==> src/rtl/tree_pkg.sv <==
// tree_pkg: shared widths, bank state and operand type for the tree adder operand path
package tree_pkg;
  localparam int DATA_W = 16;
  localparam int NUM_OPS = 32;
  localparam int IDX_W = $clog2(NUM_OPS);
  typedef enum logic {BANK_FILL, BANK_FULL} bank_state_e;
  typedef logic signed [DATA_W-1:0] operand_t;
endpackage

==> src/rtl/tree_operand_loader_if.sv <==
// tree_operand_loader_if: sample-in / frame-out handshake bundle
interface tree_operand_loader_if;
  import tree_pkg::*;
  logic in_valid;
  logic in_ready;
  logic in_last;
  operand_t in_data;
  logic out_valid;
  logic out_ready;
  logic [NUM_OPS*DATA_W-1:0] out_data;
  logic [IDX_W:0] out_count;
  modport master (
    output in_valid, in_data, in_last, out_ready,
    input  in_ready, out_valid, out_data, out_count
  );
  modport slave (
    input  in_valid, in_data, in_last, out_ready,
    output in_ready, out_valid, out_data, out_count
  );
endinterface

==> src/rtl/tree_operand_bank.sv <==
// tree_operand_bank: one frame buffer with write index, count, fill/full state and zero-masked read port
module tree_operand_bank
  import tree_pkg::*;
(
  input  logic                      clk,
  input  logic                      rst_n,
  input  logic                      wr_en,
  input  operand_t                  wr_data,
  input  logic                      wr_last,
  input  logic                      rel,
  output bank_state_e               st,
  output logic [NUM_OPS*DATA_W-1:0] rd_data,
  output logic [IDX_W:0]            rd_count
);
  operand_t mem [NUM_OPS];
  logic [IDX_W-1:0] idx;
  logic [IDX_W:0] cnt;
  logic acc;
  logic close;
  assign acc = wr_en && st == BANK_FILL;
  assign close = acc && (wr_last || idx == IDX_W'(NUM_OPS-1));
  assign rd_count = cnt;
  // cnt is zero outside FULL, so every slot masks itself when nothing is presented
  for (genvar k = 0; k < NUM_OPS; k++) begin : g_slot
    assign rd_data[k*DATA_W +: DATA_W] = cnt > (IDX_W+1)'(k) ? mem[k] : '0;
  end
  // sample storage, no reset needed since unused slots are masked
  always_ff @(posedge clk) if (acc) mem[idx] <= wr_data;
  // fill/full state, write index and frame count
  always_ff @(posedge clk or negedge rst_n)
    if (!rst_n) begin
      st <= BANK_FILL;
      idx <= '0;
      cnt <= '0;
    end else if (rel && st == BANK_FULL) begin
      st <= BANK_FILL;
      idx <= '0;
      cnt <= '0;
    end else if (close) begin
      st <= BANK_FULL;
      cnt <= {1'b0, idx} + 1'b1;
    end else if (acc) idx <= idx + 1'b1;
endmodule

==> src/rtl/tree_operand_loader.sv <==
// tree_operand_loader: packs signed samples into zero-padded frames; define TREE_LOADER_PINGPONG_EN for two banks
module tree_operand_loader
  import tree_pkg::*;
(
  input logic                  clk,
  input logic                  rst_n,
  tree_operand_loader_if.slave bus
);
  logic acc;
  logic rel;
  assign acc = bus.in_valid && bus.in_ready;
  assign rel = bus.out_valid && bus.out_ready;
`ifdef TREE_LOADER_PINGPONG_EN
  bank_state_e st [2];
  logic [NUM_OPS*DATA_W-1:0] data [2];
  logic [IDX_W:0] cnt [2];
  logic psel;
  logic fsel;
  logic rsel;
  // fill the last-used bank while it is open, otherwise the other one
  assign fsel = st[psel] == BANK_FILL ? psel : ~psel;
  assign bus.in_ready = st[fsel] == BANK_FILL;
  assign bus.out_valid = st[rsel] == BANK_FULL;
  assign bus.out_data = data[rsel];
  assign bus.out_count = cnt[rsel];
  for (genvar b = 0; b < 2; b++) begin : g_bank
    tree_operand_bank u_bank (
      .clk      (clk),
      .rst_n    (rst_n),
      .wr_en    (acc && fsel == 1'(b)),
      .wr_data  (bus.in_data),
      .wr_last  (bus.in_last),
      .rel      (rel && rsel == 1'(b)),
      .st       (st[b]),
      .rd_data  (data[b]),
      .rd_count (cnt[b])
    );
  end
  // banks fill alternately, so presentation simply alternates on each release
  always_ff @(posedge clk or negedge rst_n)
    if (!rst_n) begin
      psel <= 1'b0;
      rsel <= 1'b0;
    end else begin
      psel <= fsel;
      rsel <= rsel ^ rel;
    end
`else
  bank_state_e st;
  assign bus.in_ready = st == BANK_FILL;
  assign bus.out_valid = st == BANK_FULL;
  tree_operand_bank u_bank (
    .clk      (clk),
    .rst_n    (rst_n),
    .wr_en    (acc),
    .wr_data  (bus.in_data),
    .wr_last  (bus.in_last),
    .rel      (rel),
    .st       (st),
    .rd_data  (bus.out_data),
    .rd_count (bus.out_count)
  );
`endif
endmodule

==> src/flat_wrapper.sv <==
// flat-port wrapper written by rule: the top's interface ports become plain ports
module tree_operand_loader_flat import tree_pkg::*;
  (clk, rst_n, bus_in_valid, bus_in_data, bus_in_last, bus_out_ready, bus_in_ready, bus_out_valid, bus_out_data, bus_out_count);
  tree_operand_loader_if bus_i ();
  input logic clk;
  input logic rst_n;
  input wire logic [$bits(bus_i.in_valid)-1:0] bus_in_valid;
  input wire logic [$bits(bus_i.in_data)-1:0] bus_in_data;
  input wire logic [$bits(bus_i.in_last)-1:0] bus_in_last;
  input wire logic [$bits(bus_i.out_ready)-1:0] bus_out_ready;
  output wire logic [$bits(bus_i.in_ready)-1:0] bus_in_ready;
  output wire logic [$bits(bus_i.out_valid)-1:0] bus_out_valid;
  output wire logic [$bits(bus_i.out_data)-1:0] bus_out_data;
  output wire logic [$bits(bus_i.out_count)-1:0] bus_out_count;
  assign bus_i.in_valid = bus_in_valid;
  assign bus_i.in_data = bus_in_data;
  assign bus_i.in_last = bus_in_last;
  assign bus_i.out_ready = bus_out_ready;
  assign bus_in_ready = bus_i.in_ready;
  assign bus_out_valid = bus_i.out_valid;
  assign bus_out_data = bus_i.out_data;
  assign bus_out_count = bus_i.out_count;
  tree_operand_loader u_core (.clk(clk), .rst_n(rst_n), .bus(bus_i));
endmodule
==> config.mk <==
export PLATFORM = sky130hd
export DESIGN_NAME = tree_operand_loader_flat
export DESIGN_NICKNAME = d
export VERILOG_FILES = /design/src/rtl/tree_pkg.sv /design/src/rtl/tree_operand_loader_if.sv /design/src/rtl/tree_operand_bank.sv /design/src/rtl/tree_operand_loader.sv /design/src/flat_wrapper.sv
export SDC_FILE = /design/constraint.sdc
export NUM_CORES = 1
export LEC_CHECK = 0
export CAP_MARGIN = 10
export CORE_AREA = 2 2 208 210
export DETAILED_ROUTE_END_ITERATION = 8
export DIE_AREA = 0 0 210 212
export GPL_TIMING_DRIVEN = 0
export PLACE_DENSITY = 0.76
export REMOVE_ABC_BUFFERS = 1
export SETUP_SLACK_MARGIN = 0.02
export SLEW_MARGIN = 20
export SYNTH_ARGS = -nofsm -noshare
export SYNTH_HDL_FRONTEND = slang
export SYNTH_HIERARCHICAL = 1
export SYNTH_SLANG_ARGS = --single-unit
==> constraint.sdc <==
create_clock -name clk -period 3.25 [get_ports clk]
set_input_delay 0.65 -clock clk [delete_from_list [all_inputs] [get_ports clk]]
set_output_delay 0.65 -clock clk [all_outputs]
set_load 0.01 [all_outputs]
==> results.json <==
{
  "powerDensity_mw_per_mm2": 625,
  "drive_gt1_frac": 0.163,
  "first_pass_iters": 5,
  "synth_flop_cell": "edfxtp_1",
  "cts_buffers": 51,
  "post_drt_via_cell_ratio": 5.19,
  "vias": 12900,
  "post-dp-hpwl_um": 41200,
  "fin_skew_ps": 13.6,
  "grt_max_degree": 20,
  "violations": "negative setup slack",
  "avgSynthCellArea_um2": 16.3,
  "wl_met3_um": 5640,
  "fin_util": 0.696,
  "tightest_slew_ps": 1040,
  "met1_length_um": 24100,
  "rsz0062_at_grt": "true",
  "wl_per_cell_um": 25.8,
  "dieWidth_um": 210,
  "cp.arrival_ps": 3540,
  "slew_headroom": 0.306,
  "synthesis.area_mm2": 0.0201,
  "cts_sinks": 524,
  "synth_warnings": 6,
  "postSynthCellCount": 1231,
  "grt_pass1_vias": 12500,
  "placed_cell_area_mm2": 0.0264,
  "tns_ps": -10910,
  "die_h_um": 212,
  "timing.final.crit_share": 1.03,
  "synth-edff-count": 512,
  "synth_seq_cells": 524,
  "drt_iter0_markers": 966,
  "syn2layout_area_growth_pct": 47.4,
  "clk_pin_slew_ps": 70,
  "cts-root-buf": "clkbuf_16",
  "ioPinCount": 541,
  "critPathLaunchType": "flip-flop",
  "hold_viol": 0,
  "final_area_mm2": 0.0296,
  "clockBufferDepth": 3,
  "portBuffers": 540,
  "start_util": 0.472,
  "yosysSeqAreaShare": 0.781,
  "endpoint_kind": "flip-flop",
  "wirelength_um": 63800,
  "vdd_drop_max_v": 0.000563,
  "crit_path_max_fanout": 16,
  "diodes": 0,
  "wl_met2_um": 32300,
  "final_nets": 1920,
  "p_leak_nw": 12.2,
  "status": "finished, violations left",
  "setup_viol": 334,
  "antenna_found_initial": 2,
  "drv_cap": 0,
  "htree_levels": 2,
  "period_minus_slack_ps": 3340,
  "ctsHoldBuffers": 0,
  "synth_cell_types": 48,
  "slew_violations": 0,
  "async_reset_ff_frac": 0.0229,
  "cts_tree": "yes",
  "hold_path.class": "input pin to async pin",
  "antenna_left": 0,
  "route.detailed.drc": 0,
  "highest_layer": "met4",
  "hold_ws_ps": 427,
  "cp.required_ps": 3450,
  "dieArea_mm2": 0.0445,
  "grt_pass1_wl_um": 86400,
  "path_class": "flip-flop to flip-flop",
  "gp_congestion": 0.780,
  "rows": 76,
  "fmax_ghz": 0.299,
  "clk-insertion-delay-late_ps": 580,
  "core_mm2": 0.0425,
  "grt_remaining_overflow": 0,
  "setup_ws_ps": -94.3,
  "grt_use_total": 0.274
}
-- synth_stat cells, drive strengths merged, types with 6 or more instances --
cell,number,area share
o21ai,10,0.0032
dfrtp,12,0.015
and2,195,0.061
a31oi,6,0.0042
nand2,16,0.0030
edfxtp,512,0.77
nor2,40,0.0076
nor2b,314,0.098
nand3,6,0.0015
buf,25,0.0070
and2b,9,0.0034
clkbuf,24,0.0046
a21oi,15,0.0056
-- final cells by class --
class | instances | area, µm²
repair buffers | 653 | 6910
clock inverters | 26 | 233
flip-flops and latches | 524 | 15700
clock buffers | 64 | 1370
multi-input cells | 659 | 4660
inverters | 5 | 18.8
fillers | 2771 | 12900
well taps | 546 | 683
-- critical path, stage by stage, from the launching register on --
cell	delay, ps
dfrtp_1	500
nor2b_1	250
nor2b_1	650
nand2_1	640
nor2_2	900
-- stage by stage --
| step | worst slack, ps | power [W] | instances |
|---|---|---|---|
| 2_1_floorplan | 385 | 0.00939 | 1182 |
| 3_3_place_gp | -1180 | 0.0119 | 2268 |
| 3_5_place_dp | -841 | 0.0120 | 2288 |
| 4_1_cts | -126 | 0.0182 | 2440 |
| 5_1_grt | -246 | 0.0191 | 2477 |
| 6_report | -94.3 | 0.0185 | 2477 |
-- power by group --
part	internal (W)	leakage (nW)	switching (W)
registers	0.00761	4.75	0.000146
logic	0.00232	6.61	0.00269
clock network	0.00329	0.786	0.00244
total	0.0132	12.2	0.00527
-- state kept, by name, indices dropped and copies added, names as in the netlist --
register	cells
u_core/u_bank/mem	512
u_core/u_bank/rd_count	6
u_core/u_bank/idx	5
u_core/u_bank/st	1
-- cell usage in the layout, fill, tap and decap left out, drive strengths merged, types with 2 or more instances in the layout --
cell type	synthesis	final
nand3b	3	3
dlygate4sd2	0	132
clkinv	0	19
nor2b	314	314
or4	2	2
and2b	9	10
nor2	40	40
ha	5	5
clkbuf	24	90
edfxtp	512	512
or2	4	6
and2	195	195
clkdlybuf4s15	0	2
a21oi	15	15
a31oi	6	6
xnor2	2	2
buf	25	126
bufinv	0	4
dfrtp	12	12
dlymetal6s2s	0	107
inv	5	7
o21ai	10	11
a21o	4	5
nand2	16	17
or3	4	4
a211oi	4	4
nand3	6	6
clkdlybuf4s50	0	259
-- cells by family after synthesis --
| family | share of synthesized area |
|---|---|
| and+or+nand+nor | 0.182 |
| DFF | 0.781 |
| buffers and inverters | 0.0125 |
| AOI/OAI and AO/OA | 0.0198 |
| adders and majority gates | 0.00312 |
| xor gates and xnor gates | 0.00131 |
-- worst paths after layout --
check / end / cells past startpoint / from / slack [ps]
setup / recovery: u_core/u_bank/mem[13][12] / 4 / u_core/u_bank/st / -90
setup reg to reg: u_core/u_bank/mem[13][12] / 4 / u_core/u_bank/st / -90
hold / removal: u_core/u_bank/idx[2] / 1 / rst_n / 430
hold reg to reg: u_core/u_bank/rd_count[0] / 1 / u_core/u_bank/idx[0] / 670
min in group clk: u_core/u_bank/mem[21][5] / 1 / bus_in_data[5] / 570
max in group asynchronous: u_core/u_bank/rd_count[4] / 1 / rst_n / 2390
-- repair_timing --
item / in CTS / in global routing
endpoints found under the setup margin: 583 / 717
setup buffers: 59 / 31
hold endpoints to repair: 0 / 0
pin swaps: 13 / 11
resized for setup: 231 / 191
cloned: 3 / 6
-- routing by layer --
layer	global-route usage	up-vias
met3	0.0731	112
li1	-	5658
met2	0.475	699
met4	0.0978	0
met5	0	-
met1	0.333	6392
Note: power is estimated with default switching activity, not from simulation.
